===== config.mk =====
export PLATFORM = sky130hd
export DESIGN_NAME = hpdmc_ddr_rdcapture
export DESIGN_NICKNAME = d
export VERILOG_FILES = /design/src/rtl/hpdmc_ddr_rdcapture.sv
export SDC_FILE = /design/constraint.sdc
export NUM_CORES = 1
export LEC_CHECK = 0
export BUFFER_PORTS_ARGS = -buffer_cell sky130_fd_sc_hd__buf_2
export CORE_MARGIN = 2
export CORE_UTILIZATION = 40
export DETAILED_ROUTE_END_ITERATION = 10
export PLACE_DENSITY_LB_ADDON = 0.1
export SLEW_MARGIN = 0
export SYNTH_ARGS = -nofsm -noshare
export SYNTH_HDL_FRONTEND = slang
export SYNTH_SLANG_ARGS = --single-unit

===== constraint.sdc =====
create_clock -name i_sys_clk -period 2.15 [get_ports i_sys_clk]
set_input_delay 0.3225 -clock i_sys_clk [delete_from_list [all_inputs] [get_ports i_sys_clk]]
set_output_delay 0.3225 -clock i_sys_clk [all_outputs]
set_load 0.005 [all_outputs]

===== src/rtl/hpdmc_ddr_rdcapture.sv =====
// hpdmc_ddr_rdcapture: captures DDR read bursts on both clock edges and assembles 32-bit words,
// tracking accepted reads through a CAS-deep pipeline and flagging reads whose windows would overlap.
module hpdmc_ddr_rdcapture #(
    parameter int CAS_CYCLES  = 3,
    parameter int BURST_BEATS = 4
) (
    input  logic        i_sys_clk,
    input  logic        i_sys_rst_n,
    input  logic        i_rd_start,
    input  logic [15:0] i_dq_in,
    input  logic        i_err_clr,
    output logic [31:0] o_rd_data,
    output logic        o_rd_valid,
    output logic        o_rd_last,
    output logic        o_rd_busy,
    output logic        o_err_overlap
);
    localparam int WORDS = BURST_BEATS / 2;
    localparam int GW = $clog2(WORDS + 1);
    localparam logic [GW-1:0] L_WORDS = GW'(WORDS);
    localparam logic [GW-1:0] L_WORDS_M1 = GW'(WORDS - 1);
    localparam logic [GW-1:0] L_ONE = GW'(1);

    logic [GW-1:0]         r_gap;
    logic [GW-1:0]         r_cnt;
    logic [CAS_CYCLES-1:0] r_pend;
    logic [15:0]           r_rise;
    logic [15:0]           r_fall;
    logic                  r_cap_v;
    logic                  r_cap_last;
    logic                  w_accept;
    logic                  w_reject;
    logic                  w_start;
    logic                  w_cap;
    logic                  w_last;

    // r_gap saturates at WORDS: cycles since the last accepted read, so spacing alone decides overlap
    assign w_accept = i_rd_start && (r_gap >= L_WORDS);
    assign w_reject = i_rd_start && !w_accept;
    assign w_start  = r_pend[CAS_CYCLES-1];
    assign w_cap    = w_start || (r_cnt != '0);
    assign w_last   = w_start ? (WORDS == 1) : (r_cnt == L_ONE);

    always_ff @(posedge i_sys_clk or negedge i_sys_rst_n) begin
        if (!i_sys_rst_n) begin
            r_gap         <= L_WORDS;
            r_cnt         <= '0;
            r_pend        <= '0;
            r_rise        <= '0;
            r_cap_v       <= 1'b0;
            r_cap_last    <= 1'b0;
            o_rd_data     <= '0;
            o_rd_valid    <= 1'b0;
            o_rd_last     <= 1'b0;
            o_rd_busy     <= 1'b0;
            o_err_overlap <= 1'b0;
        end else begin
            r_gap         <= w_accept ? L_ONE : (r_gap < L_WORDS ? r_gap + L_ONE : r_gap);
            r_pend        <= {r_pend[CAS_CYCLES-2:0], w_accept};
            r_cnt         <= w_start ? L_WORDS_M1 : (r_cnt != '0 ? r_cnt - L_ONE : r_cnt);
            r_rise        <= w_cap ? i_dq_in : r_rise;
            r_cap_v       <= w_cap;
            r_cap_last    <= w_cap && w_last;
            o_rd_data     <= r_cap_v ? {r_rise, r_fall} : o_rd_data;
            o_rd_valid    <= r_cap_v;
            o_rd_last     <= r_cap_v && r_cap_last;
            o_rd_busy     <= w_accept || (|r_pend) || w_cap || r_cap_v;
            o_err_overlap <= w_reject ? 1'b1 : (i_err_clr ? 1'b0 : o_err_overlap);
        end
    end

    // falling half is picked up by the next rising edge: a half-cycle path, no added latency
    always_ff @(negedge i_sys_clk or negedge i_sys_rst_n) begin
        if (!i_sys_rst_n) r_fall <= '0;
        else if (r_cap_v) r_fall <= i_dq_in;
    end
endmodule


==> flow_metrics.py <==
metrics = {
    "sta": {
        "tightest_slew_ns": 0.496,
        "finalSetupViolations": 0,
        "rsz0062_at_grt": "yes",
        "slew_headroom": 0.669,
        "hold_viol": 0,
        "fin_skew_ns": 0.0156,
        "drv_slew": 0,
    },
    "yosys": {
        "synth_top_family_by_area": "multiplexers",
        "ys_ff_latch": 77,
        "synth-simple-area-share": 0.0207,
        "synth_mux_area_frac": 0.259,
        "syn-mean-instance-area_um2": 16.8,
        "yosys_warnings": 0,
        "synthFlopType": "dfrtp_1",
        "synth-compound-area-share": 0.00905,
        "synth_xor_area_frac": 0.00603,
        "synth_fa_ha_area_frac": 0.0129,
        "synthesis.instances": 173,
        "async_flop_share": 1.00,
        "netlist-cell-type-count": 25,
        "synth-edff-count": 0,
        "syn_nets": 196,
        "syn_area_mm2": 0.00290,
        "ys_seq_area_frac": 0.664,
    },
    "floorplanning": {
        "start_util": 0.407,
        "num_io_pins": 56,
        "num_rows": 31,
        "die_h_um": 89.2,
        "die_w_um": 89.2,
        "core-area_mm2": 0.00714,
        "dieArea_mm2": 0.00795,
    },
    "layout": {
        "nets": 276,
        "diodes": 0,
        "syn_to_final_growth_pct": 28.4,
        "ff_latch_area_mm2": 0.00193,
        "stdcell_count": 357,
        "drive_gt1_frac": 0.616,
        "multiInputGateArea_um2": 911,
        "fill_cells": 659,
    },
    "critical_path": {
        "cp-startpoint": "r_cap_v",
        "worstSetupEndpointType": "flop",
        "cpPeakStageDelay_ns": 0.43,
        "cp_data_arrival_time_ns": 1.24,
        "critical-path-top-delay-family": "flip-flops",
        "r2r-start": "r_cap_v",
        "worst-path-buf-inv": 1,
        "criticalPathCategory": "flop to flop",
        "cp.required_ns": 1.25,
        "cp_max_fo": 9,
        "cp-start-kind": "flop",
        "path_cells": "buf_12 > mux2_2",
        "slowest_stage": "dfrtp_2",
    },
    "hold_path": {
        "min_from": "i_rd_start",
        "hold_class": "input port to flop",
    },
    "clocking": {
        "h-tree-depth": 3,
        "cts_tree": "yes",
        "clk_latency_ns": 0.34,
        "root_buffer": "clkbuf_8",
        "clockBufferDepth": 2,
        "clk_pin_slew_worst_paths_ns": 0.08,
        "cts_buffers": 9,
        "clock_sinks": 77,
    },
    "route": {
        "drc": 0,
        "via_per_inst": 4.58,
        "firstDrtPassIters": 4,
        "drt-wirelength-per-cell_um": 14.2,
        "drt_iter0_drc": 47,
        "wirelength_um": 5090,
        "postRouteAntennaNets": 0,
        "dr_total_vias": 1636,
    },
    "power": {
        "design_power_total_w": 0.00547,
        "leakagePower_nw": 1.79,
        "power_density_mw_per_mm2": 1470,
        "vdd_ir_drop_max_uv": 518,
    },
    "grt": {
        "overflow": 0,
        "track_usage": 0.142,
        "grt_max_degree": 39,
        "antenna_found_initial": 0,
        "grt_pass1_vias": 1666,
        "grt_pass1_wl_um": 8220,
    },
    "outcome": {
        "status": "complete, no violations",
    },
    "place": {
        "port_buffers": 55,
        "place_congestion": 0.656,
        "dp.cells": 332,
        "place_hpwl_um": 3350,
    },
    "job": {
        "max_cap_violations": 0,
    },
}
-- synth_stat cells (2+ instances only) --
| library cell | number | area, um2 |
|---|---|---|
| buf_2 | 5 | 25.0 |
| mux2_2 | 56 | 631 |
| xor2_1 | 2 | 17.5 |
| mux2_4 | 8 | 120 |
| dfrtp_1 | 60 | 1500 |
| ha_1 | 3 | 37.5 |
| inv_1 | 6 | 22.5 |
| dfrtn_1 | 16 | 400 |
-- final timing paths --
check                      slack [ns]             to  depth (start not counted)
max                             0.005     r_fall[10]                          2
min reg2reg                      0.38      r_pend[1]                          0
min in group asynchronous        0.48  o_rd_data[13]                          2
max in group asynchronous        0.31     r_fall[12]                          2
max reg2reg                     0.005     r_fall[10]                          2
min                              0.20  o_err_overlap                          2
-- cell families after synthesis --
logic type                 after synthesis
AOI/OAI and AO/OA                        4
xor gates and xnor gates                 2
adders and majority gates                3
buffers and inverters                   14
DFF                                     77
muxes                                   64
and+or+nand+nor                          9
-- state kept, by name, indices dropped and copies added (netlist names) --
signal,flops
o_err_overlap,1
o_rd_busy,1
o_rd_data,32
o_rd_last,1
o_rd_valid,1
r_cap_last,1
r_cap_v,1
r_cnt,2
r_fall,16
r_gap,2
r_pend,3
r_rise,16
-- area by class of cell --
class                      count  share of cell area
clock buffer                  12              0.0416
multi-input combinational     82               0.244
timing repair buffer          76               0.136
tap                           99              0.0332
clock inverter                 4              0.0188
inverter                       7             0.00906
sequential                    77               0.517
-- layout by cell type (no fill, tap or decap), drive strengths merged --
cell type and n:
a211oi 1, a21oi 1, a22o 1, and2 1, and2b 1, buf 73
bufbuf 1, bufinv 2, clkbuf 13, clkinv 2, dfrtn 16, dfrtp 60
dfstp 1, dlygate4sd3 1, ha 3, inv 7, mux2 64, nand2 1
nand2b 1, nand3 1, nor2 1, nor2b 1, nor3 1, nor3b 1
o21ai 1, xor2 2
-- worst register-to-register path, delay by kind of cell (launching register included) --
family | cells | cell delay, ns
flops | 1 | 0.43
buf+inv | 1 | 0.15
mux | 1 | 0.33
-- where the power goes --
group,internal (W),switching [W],leakage [nW]
Combinational,0.00119,0.000690,0.778
Clock,0.000714,0.000509,0.116
Sequential,0.00206,0.000304,0.895
Total,0.00396,0.00150,1.79
-- routing by layer --
metal	vias up	track usage	wire length, um
met2	37	0.205	2390
met5	-	0	0
met3	11	0.0471	227
met4	0	0.0773	114
li1	755	-	-
met1	833	0.189	2350
-- stage by stage --
step / TNS [ns] / utilization / instance area, um2 / hold slack (ns) / setup WS (ns)
2_1_floorplan: 0 / - / 2930 / 0.0269 / 0.0000945
3_3_place_gp: 0 / 0.472 / 3370 / 0.326 / 0.0252
3_5_place_dp: 0 / 0.472 / 3370 / 0.327 / 0.0120
4_1_cts: 0 / 0.516 / 3680 / 0.190 / 0.000956
5_1_grt: -0.364 / 0.522 / 3730 / 0.201 / -0.0329
6_report: 0 / 0.522 / 3730 / 0.202 / 0.00473
-- what timing repair did --
action                                  CTS  global route
gates resized for setup                   1             4
setup buffers                             5             1
gates cloned                              1             1
endpoints found under the setup margin   10            16
hold buffers                              1             0
hold endpoints to repair                 18             0
pin swaps                                 0             0
Power figures use the tool's default switching activity.
